## config.mk

```make
export PLATFORM = sky130hd
export DESIGN_NAME = keypad_digit_entry
export DESIGN_NICKNAME = d
export VERILOG_FILES = /design/src/rtl/keypad_digit_entry.sv
export SDC_FILE = /design/constraint.sdc
export NUM_CORES = 1
export LEC_CHECK = 0
export CAP_MARGIN = 20
export CELL_PAD_IN_SITES_DETAIL_PLACEMENT = 0
export CELL_PAD_IN_SITES_GLOBAL_PLACEMENT = 1
export CORE_ASPECT_RATIO = 1.2
export CORE_MARGIN = 4
export CORE_UTILIZATION = 28
export DETAILED_ROUTE_END_ITERATION = 12
export PLACE_DENSITY = 0.65
export SYNTH_ARGS = -nofsm -noshare
export SYNTH_HDL_FRONTEND = slang
export SYNTH_SLANG_ARGS = --single-unit
```

## constraint.sdc

```tcl
create_clock -name CLOCK_50 -period 3.1 [get_ports CLOCK_50]
set_clock_uncertainty 0.1 [all_clocks]
set_input_delay 0.62 -clock CLOCK_50 [delete_from_list [all_inputs] [get_ports CLOCK_50]]
set_output_delay 0.62 -clock CLOCK_50 [all_outputs]
set_load 0.1 [all_outputs]
```

## src/rtl/keypad_digit_entry.sv

```systemverilog
`default_nettype none
// ============================================================================
// Module      : keypad_digit_entry
// Description : Turns debounced keypad codes into a 6-digit right-justified
//               entry buffer with backspace, hold-to-clear, enter/commit and
//               a leading-zero blank mask for the seven-segment digits.
// Revision    : 1.0 - initial release
// ============================================================================
module keypad_digit_entry #(
    parameter bit          HEX_ENTRY      = 1'b0,
    parameter logic [31:0] CLEAR_HOLD     = 32'd50000000,
    parameter bit          CLEAR_ON_ENTER = 1'b1
) (
    input  logic        CLOCK_50,
    input  logic        Reset,
    input  logic [3:0]  debouncedKey,
    input  logic        debouncedValid,
    output logic [23:0] Digits,
    output logic [5:0]  BlankMask,
    output logic [2:0]  Len,
    output logic [23:0] Value,
    output logic        ValueValid,
    output logic        Overflow
);

    typedef enum logic [1:0] {
        S_IDLE     = 2'd0,
        S_HOLD     = 2'd1,
        S_CLEARED  = 2'd2,
        S_WAIT_REL = 2'd3
    } state_t;

    localparam logic [3:0]  c_KEY_BKSP = 4'hE;
    localparam logic [3:0]  c_KEY_ENTR = 4'hF;
    localparam logic [2:0]  c_MAX_LEN  = 3'd6;
    // Last counter value of the hold window; a zero setting behaves like one.
    localparam logic [31:0] c_HOLD_LAST = (CLEAR_HOLD == 32'd0) ? 32'd0 : (CLEAR_HOLD - 32'd1);

    state_t      state_q, state_d;
    logic        last_valid_q;
    logic [23:0] digits_q, digits_d;
    logic [2:0]  len_q, len_d;
    logic [23:0] value_q, value_d;
    logic        vv_q, vv_d;
    logic        ov_q, ov_d;
    logic [31:0] cnt_q, cnt_d;

    logic        w_new_key;
    logic        w_is_digit;
    logic [2:0]  w_len_eff;

    // Rising edge of valid is a keystroke; only IDLE acts on it.
    assign w_new_key  = debouncedValid & ~last_valid_q;
    assign w_is_digit = (debouncedKey <= 4'h9) || (HEX_ENTRY && (debouncedKey <= 4'hD));

    // State and datapath registers, cleared asynchronously.
    always_ff @(posedge CLOCK_50 or posedge Reset) begin
        if (Reset) begin
            state_q      <= S_IDLE;
            last_valid_q <= 1'b0;
            digits_q     <= 24'h0;
            len_q        <= 3'd0;
            value_q      <= 24'h0;
            vv_q         <= 1'b0;
            ov_q         <= 1'b0;
            cnt_q        <= 32'd0;
        end else begin
            state_q      <= state_d;
            last_valid_q <= debouncedValid;
            digits_q     <= digits_d;
            len_q        <= len_d;
            value_q      <= value_d;
            vv_q         <= vv_d;
            ov_q         <= ov_d;
            cnt_q        <= cnt_d;
        end
    end

    // Next-state and keystroke actions.
    always_comb begin
        state_d  = state_q;
        digits_d = digits_q;
        len_d    = len_q;
        value_d  = value_q;
        vv_d     = 1'b0;
        ov_d     = 1'b0;
        cnt_d    = cnt_q;

        case (state_q)
            S_IDLE: begin
                if (w_new_key) begin
                    if (debouncedKey == c_KEY_BKSP) begin
                        if (len_q != 3'd0) begin
                            digits_d = {4'h0, digits_q[23:4]};
                            len_d    = len_q - 3'd1;
                        end
                        cnt_d   = 32'd0;
                        state_d = S_HOLD;
                    end else if (debouncedKey == c_KEY_ENTR) begin
                        value_d = digits_q;
                        vv_d    = 1'b1;
                        if (CLEAR_ON_ENTER) begin
                            digits_d = 24'h0;
                            len_d    = 3'd0;
                        end
                        state_d = S_WAIT_REL;
                    end else begin
                        if (w_is_digit) begin
                            if (len_q == c_MAX_LEN) begin
                                ov_d = 1'b1;
                            end else if (!((len_q == 3'd0) && (debouncedKey == 4'h0))) begin
                                digits_d = {digits_q[19:0], debouncedKey};
                                len_d    = len_q + 3'd1;
                            end
                        end
                        state_d = S_WAIT_REL;
                    end
                end
            end
            S_HOLD: begin
                if (!debouncedValid) begin
                    cnt_d   = 32'd0;
                    state_d = S_IDLE;
                end else if (debouncedKey != c_KEY_BKSP) begin
                    cnt_d   = 32'd0;
                    state_d = S_WAIT_REL;
                end else if (cnt_q >= c_HOLD_LAST) begin
                    digits_d = 24'h0;
                    len_d    = 3'd0;
                    state_d  = S_CLEARED;
                end else begin
                    // Below the last value, so the increment can never wrap.
                    cnt_d = cnt_q + 32'd1;
                end
            end
            S_CLEARED, S_WAIT_REL: begin
                if (!debouncedValid) begin
                    cnt_d   = 32'd0;
                    state_d = S_IDLE;
                end
            end
            default: begin
                state_d = S_IDLE;
            end
        endcase
    end

    // An empty buffer still shows one '0', so at least one digit is lit.
    assign w_len_eff = (len_q == 3'd0) ? 3'd1 : len_q;

    for (genvar gi = 0; gi < 6; gi++) begin : g_blank
        localparam logic [2:0] c_IDX = 3'(gi);
        assign BlankMask[gi] = (c_IDX >= w_len_eff);
    end

    assign Digits     = digits_q;
    assign Len        = len_q;
    assign Value      = value_q;
    assign ValueValid = vv_q;
    assign Overflow   = ov_q;

endmodule
`default_nettype wire

```

# Yosys cells after proc, flatten, opt, wreduce, memory -nomap -nowiden
# Index checks and enable logic that the tools add are counted.
# word_totals
output_inout_bits	59
inputBits	7
register_bits	88
elab_cells	99
# op_classes
n_mux	47
reduce_logical	11
add_sub_neg	3
bitwise_logic	3
n_lt_le_gt_ge	8
n_eq_ne	19
# op_table
operator	count
$mux W24	10
$mux W32	6
$pmux W32 S3	1
$pmux W24 S2	1
$mux W3	11
$add A32 B1 Y32 const B	1
$ge A32 B26 Y1 const B	1
$ne A4 B4 Y1 const B	6
$mux W2	6
$ne A2 B2 Y1 const B	6
$mux W1	10
$reduce_and A9 Y1	1
$eq A4 B4 Y1 const B	2
$reduce_and A4 Y1	2
$ge A1 B3 Y1 const A	2
$ge A2 B3 Y1 const A	2
$ge A3 B3 Y1 const A	2
$pmux W2 S3	1
$pmux W3 S2	1
$eq A2 B2 Y1 const B	2
$le A4 B4 Y1 const B	1
$logic_not A4 Y1	1
$add A3 B1 Y3 const B	1
$eq A3 B3 Y1 const B	1
other kinds (12)	13

# Longest topological paths before layout
# Gate-level depths: netlist of the first run.
# depth
depth_word	9
ltp_mapped	9
ltp_nobuf	8

# Least setup slack after synthesis of the first run
# No wires, ideal clock.
# synth_timing
path_type	register to output
startpoint	register len_q[0] (netlist: Len[0])
endpoint	output port BlankMask[0]
n_path_buf	0
required_time_ns	2.380
t_arrival_ns	4.372
stages_incl_launch_ff	4
slack_ns	-1.992
path_cell_list	dfrtp_1 inv_1 ha_1 nor4_1
# synth_between
elab_chain_len	3
# synth_lines
item	line	rtl
start: declaration	42	logic [2:0] len_q, len_d;
start signal: assignment	71	len_q <= len_d;
$logic_not A3 Y1	149	assign w_len_eff = (len_q == 3'd0) ? 3'd1 : len_q;
$mux W3 (*)	149	
$ge A1 B3 Y1 (*)	153	assign BlankMask[gi] = (c_IDX >= w_len_eff);
end: declaration	19	output logic [5:0] BlankMask,
# Every way passes the cells marked *; elsewhere a longest branch is shown, timed or not.

# Final worst setup path of the first run
# layout_timing
startpoint	register len_q[0] (netlist: Len[0])
endpoint	register digits_q[7] (netlist: Digits[7])
# layout_between
elab_chain_len	4
word_cells_on_any_way	8
classes_between	eq/ne (4); reduce/logical (4)
# layout_lines
item	line	rtl
$logic_not A3 Y1	111	end else if (!((len_q == 3'd0) && (debouncedKey == 4'h0))) begin
$logic_and A1 B1 Y1	111	
$ne A4 B4 Y1 (no source line)	n/a	
$reduce_and A9 Y1 (no source line) (*)	n/a	
end signal: assignment	70	digits_q <= digits_d;
end: declaration	41	logic [23:0] digits_q, digits_d;
# Marks and branches as above.
# A chain may end at the register's enable or synchronous reset.

==> results of run 1 <==
==> flip-flops by register name (all words and copies together), names as in the netlist <==
register,cells
cnt_q,32
Digits,24
Value,24
Len,3
state_q,2
Overflow,1
ValueValid,1
last_valid_q,1
==> synthesized netlist by cell type (2+ instances only) <==
| cell type | count | area, um^2 |
|---|---|---|
| nand4_1 | 9 | 56.3 |
| nor2_1 | 11 | 41.3 |
| o21a_1 | 4 | 30.0 |
| inv_1 | 6 | 22.5 |
| and2_1 | 10 | 62.6 |
| o2bb2ai_1 | 5 | 43.8 |
| o22ai_1 | 2 | 12.5 |
| nor3_1 | 2 | 10.0 |
| buf_2 | 7 | 35.0 |
| clkbuf_1 | 11 | 41.3 |
| buf_4 | 3 | 22.5 |
| o311ai_0 | 2 | 17.5 |
| a41oi_1 | 2 | 17.5 |
| a21oi_1 | 7 | 35.0 |
| nand3_1 | 24 | 120 |
| dfrtp_1 | 88 | 2200 |
| and4_1 | 2 | 17.5 |
| and3_1 | 6 | 37.5 |
| mux2_2 | 43 | 484 |
| a31oi_1 | 3 | 18.8 |
| a22o_1 | 22 | 193 |
| nor4b_1 | 2 | 17.5 |
| ha_1 | 6 | 75.1 |
| o211ai_1 | 9 | 67.6 |
| or4_1 | 13 | 97.6 |
| nor2b_1 | 7 | 43.8 |
| a21o_1 | 2 | 15.0 |
| a21boi_1 | 4 | 30.0 |
| o21ai_0 | 16 | 80.1 |
| o31ai_1 | 3 | 22.5 |
| nand2b_1 | 4 | 25.0 |
| nand2_1 | 27 | 101 |
| a211oi_1 | 2 | 15.0 |
| nor3b_1 | 3 | 22.5 |
| nor4_1 | 7 | 43.8 |
| or3_1 | 4 | 25.0 |
==> metal layers <==
layer / vias up / track usage, % / part of all wire, %
li1: 1672 / - / -
met1: 1756 / 17.5 / 45
met2: 75 / 23.1 / 51
met3: 10 / 3.23 / 3.4
met4: 0 / 3.30 / 1.1
met5: - / 0 / 0
==> power breakdown <==
| part | internal (uW) | switching (uW) |
|---|---|---|
| clock network | 645 | 504 |
| registers | 1320 | 260 |
| logic | 576 | 1910 |
| total | 2540 | 2670 |
==> cell type report <==
class                           count  area, um^2  area share, %
Sequential cell                    88        2210           39.5
Multi-Input combinational cell    279        2050           36.7
Timing Repair Buffer               91         736           13.2
Tap cell                          204         255           4.57
Clock buffer                        9         225           4.03
Clock inverter                      7        87.6           1.57
Inverter                            6        27.5          0.493
==> through the flow <==
| stage | hold slack (ns) | cell area, um^2 | instances |
|---|---|---|---|
| finish | 0.392 | 5590 | 684 |
| global route | 0.420 | 5590 | 684 |
| CTS | 0.395 | 5590 | 684 |
| detailed placement | 0.376 | 5270 | 668 |
| global placement | 0.375 | 5270 | 668 |
| floorplan | 0.354 | 4390 | 395 |
==> logic make-up after synthesis <==
family / share of synthesized area (%)
compound gates: 16.4
flops: 50.4
buf+inv: 3.04
simple gates: 17.3
fa+ha+maj: 1.72
mux: 11.1
==> worst max path at each step <==
stage                         start          to  slack [ns]
finish                       Len[0]   Digits[7]        0.27
detailed placement  debouncedKey[2]   cnt_q[23]        0.04
CTS                          Len[0]  Digits[11]        0.27
floorplan                     Reset      Len[0]        -0.1
global route                 Len[0]   Digits[7]        0.11
global placement    debouncedKey[2]   cnt_q[22]        0.12
==> results.json, run 1 <==
{
  "diodes": 0,
  "synth_cells": 395,
  "path_depth": 9,
  "worstPathCellList": "inv_1, ha_1, nor3b_1, o22ai_1, a2111oi_0, nor4b_1, nand2_2, buf_12, mux2_2",
  "slew_viol_final": 0,
  "relSlewSlack_pct": 65.4,
  "worstRegToRegCells": 9,
  "gp_congestion": 0.796,
  "ioPinCount": 66,
  "die_x_um": 122,
  "worstReg2RegStart": "Len[0]",
  "grt_pass1_wl_mm": 19.1,
  "vias": 3513,
  "final_common_cell": "dfrtp_1",
  "setup_viol": 0,
  "cts-resized-gates": 0,
  "min_to": "cnt_q[28]",
  "htreeDepth": 3,
  "port_buffers": 65,
  "die_h_um": 145,
  "rrSetupSlack_ns": 0.27,
  "die-area_um2": 17700,
  "dp_hpwl_mm": 8.18,
  "min_from": "cnt_q[28]",
  "rsz0062_at_grt": "false",
  "ys_ff_latch": 88,
  "ys_seq_area_share_pct": 50.4,
  "finalCritPeriodShare_pct": 91.3,
  "area_delta_synth_final_pct": 27.9,
  "crit_fanout": 27,
  "synth_edf_count": 0,
  "hold_class": "reg -> reg",
  "drv_cap": 0,
  "worst-path-buf-inv": 2,
  "async_reset_ff_share_pct": 100,
  "syn_nets": 408,
  "power.total_uw": 5210,
  "startpoint_type": "flop",
  "layout_common_cells": "85 x dfrtp_1, 82 x buf_4, 43 x mux2_2",
  "postLayoutCoreUtil_pct": 36.9,
  "cp-end-kind": "flop",
  "nets": 488,
  "antenna_found_initial": 0,
  "drive_gt1_share_pct": 32.5,
  "grt.total_usage_pct": 13.6,
  "ys_warn_count": 0,
  "tightestPinTransition_ns": 0.512,
  "postCtsSetupBuffers": 0,
  "synthFlopType": "dfrtp_1",
  "root_buffer": "clkbuf_16",
  "r2r_end": "Digits[7]",
  "clock_latency_ns": 0.34,
  "cts_buffer_depth": 2,
  "fin_setup_tns_ns": 0,
  "drc": 0,
  "power_leakage_uw": 0.00258,
  "syn-cell-area_um2": 4370,
  "cpPeakStageDelay_ns": 0.46,
  "irDropWorstVdd_mv": 0.910,
  "crit_required_ns": 3.23,
  "post_drt_wl_per_cell_um": 16.7,
  "firstDrtPassIters": 4,
  "path_delay_family": "compound AO/OA/AOI/OAI gates",
  "min_period_ns": 2.83,
  "outcome": "finished, final reports clean",
  "nFillCells": 1536,
  "clkTransAtPathRegs_ns": 0.07,
  "grt-ovfl-total": 0,
  "final_hold_viol_count": 0,
  "vias_per_cell": 5.14,
  "ant_nets": 0,
  "grt_max_degree": 50,
  "yosysUniqueCellTypes": 53,
  "core.rowCount": 49,
  "drt-total-wl_mm": 11.4,
  "core_region_area_um2": 15100,
  "cts_buffers": 9,
  "drt_iter0_drc": 167,
  "setup_ws_ns": 0.271,
  "syn_area_per_cell_um2": 11.1,
  "setup.worst_path.class": "reg -> reg",
  "cts_tree": "done",
  "clock_sinks": 88,
  "dp_worst_setup_slack_ns": 0.0387,
  "initial_core_util_pct": 28.8,
  "hold_buffers": 0,
  "cp.arrival_ns": 2.96,
  "grt_pass1_vias": 3511,
  "max_freq_mhz": 353,
  "powerDensity_nw_per_um2": 933,
  "min_delay_path_depth": 1,
  "crit_slowest_cell": "dfrtp_2"
}
Note: power is estimated with default switching activity, not from simulation.
==> inputs of run 2 (changes only) <==
--- a/config.mk
+++ b/config.mk
@@ -5,14 +5,15 @@
 export SDC_FILE = /design/constraint.sdc
 export NUM_CORES = 1
 export LEC_CHECK = 0
+export ABC_CLOCK_PERIOD_IN_PS = 3100
 export CAP_MARGIN = 20
 export CELL_PAD_IN_SITES_DETAIL_PLACEMENT = 0
 export CELL_PAD_IN_SITES_GLOBAL_PLACEMENT = 1
 export CORE_ASPECT_RATIO = 1.2
 export CORE_MARGIN = 4
-export CORE_UTILIZATION = 28
+export CORE_UTILIZATION = 25
 export DETAILED_ROUTE_END_ITERATION = 12
-export PLACE_DENSITY = 0.65
+export PLACE_DENSITY = 0.6
 export SYNTH_ARGS = -nofsm -noshare
 export SYNTH_HDL_FRONTEND = slang
 export SYNTH_SLANG_ARGS = --single-unit
==> results.json, run 2 (synthesized netlist as in run 1, its figures left out) <==
{
  "ant_nets": 0,
  "worstRegToRegCells": 5,
  "drc": 0,
  "min_period_ns": 2.91,
  "max_flop_register": "cnt_q",
  "initial_core_util_pct": 25.6,
  "rsz0062_at_grt": "false",
  "htreeDepth": 3,
  "grt_max_degree": 50,
  "finalCritPeriodShare_pct": 93.7,
  "vias_per_cell": 5.09,
  "dp_hpwl_mm": 8.19,
  "grt-ovfl-total": 0,
  "die_h_um": 153,
  "final_hold_viol_count": 0,
  "irDropWorstVdd_mv": 0.942,
  "grt.total_usage_pct": 12.4,
  "slew_viol_final": 0,
  "postCtsSetupBuffers": 0,
  "antenna_found_initial": 0,
  "stdcell_count": 697,
  "core.rowCount": 52,
  "core_region_area_um2": 17000,
  "die-area_um2": 19700,
  "r2r_end": "cnt_q[13]",
  "nFillCells": 1794,
  "ioPinCount": 66,
  "cts_buffers": 9,
  "die_x_um": 129,
  "crit_required_ns": 3.28,
  "powerDensity_nw_per_um2": 931,
  "firstDrtPassIters": 4,
  "gp_congestion": 0.794,
  "vias": 3546,
  "min_delay_path_depth": 1,
  "final_area_um2": 5610,
  "layout_common_cells": "85 x dfrtp_1, 83 x buf_4, 43 x mux2_2",
  "crit_fanout": 13,
  "max_freq_mhz": 344,
  "cp-end-kind": "flop",
  "place_area_um2": 5300,
  "grt_pass1_wl_mm": 19.9,
  "outcome": "finished, final reports clean",
  "clock_latency_ns": 0.35,
  "drive_gt1_share_pct": 32.8,
  "min_to": "cnt_q[27]",
  "diodes": 0,
  "rrSetupSlack_ns": 0.19,
  "drt_iter0_drc": 178,
  "min_from": "cnt_q[27]",
  "largest_reg_flops": 32,
  "worstReg2RegStart": "cnt_q[7]",
  "tightestPinTransition_ns": 0.764,
  "hold_buffers": 0,
  "cp.arrival_ns": 3.08,
  "cts-resized-gates": 0,
  "post_drt_wl_per_cell_um": 16.9,
  "port_buffers": 65,
  "setup.worst_path.class": "reg -> reg",
  "final_common_cell": "dfrtp_1",
  "nets": 489,
  "area_delta_synth_final_pct": 28.5,
  "drv_cap": 0,
  "relSlewSlack_pct": 49.1,
  "root_buffer": "clkbuf_16",
  "cts_tree": "done",
  "holdWs_ns": 0.387,
  "clkTransAtPathRegs_ns": 0.07,
  "setup_viol": 0,
  "dpl.cell_count": 681,
  "drt-total-wl_mm": 11.8,
  "power_leakage_uw": 0.00258,
  "grt_pass1_vias": 3627,
  "power.total_uw": 5220,
  "cts_buffer_depth": 2,
  "hold_class": "reg -> reg",
  "clock_sinks": 88,
  "startpoint_type": "flop"
}
## run 2: cell types whose count changed in the layout (fill, tap and decap cells not counted)
cell,delta
clkinv_4,-2
clkinvlp_4,+2
buf_4,+1
nand3_1,-1
nand3_2,+1
## run 2: power by group
group / total, uW / internal, uW / switching, uW
Clock: 1150 / 643 / 512
Combinational: 2480 / 577 / 1910
Sequential: 1580 / 1320 / 262
## run 2: how the worst max path moves through the flow
stage / from / to / slack (ns) / depth (start not counted)
after detailed placement: cnt_q[7] / cnt_q[9] / 0.08 / 5
after CTS: cnt_q[7] / cnt_q[13] / 0.06 / 5
after floorplan: Reset / Len[0] / -0.1 / 1
final: cnt_q[7] / cnt_q[13] / 0.19 / 5
after global placement: debouncedKey[0] / cnt_q[23] / 0.12 / 6
after global routing: cnt_q[7] / cnt_q[15] / 0.007 / 5
## run 2: worst max-delay path, stage by stage (launching register included)
cell and delay [ns]:
dfrtp_1 0.45, or4_1 0.60, o311ai_2 0.64, nand3_2 0.39, or4_1 0.55, nand3_1 0.10
## run 2: cell type report
type | instances | area, um^2 | area share [%]
Clock buffer | 9 | 225 | 4.01
Clock inverter | 7 | 85.1 | 1.52
Inverter | 6 | 27.5 | 0.491
Multi-Input combinational cell | 279 | 2050 | 36.6
Sequential cell | 88 | 2210 | 39.3
Tap cell | 216 | 270 | 4.82
Timing Repair Buffer | 92 | 743 | 13.2
## run 2: metal layers
layer	GRT usage, %	up-vias	share of wire (%)
li1	-	1671	-
met3	3.19	9	4.6
met5	0	-	0
met2	20.7	73	49
met4	3.30	0	1.1
met1	15.9	1793	45
## run 2: stage by stage
step / util, % / worst slack, ns / TNS (ns)
2_1_floorplan: - / -0.0973 / -0.292
3_3_place_gp: 31.1 / 0.125 / 0
3_5_place_dp: 31.1 / 0.0800 / 0
4_1_cts: 32.9 / 0.0563 / 0
5_1_grt: 32.9 / 0.00705 / 0
6_report: 32.9 / 0.194 / 0
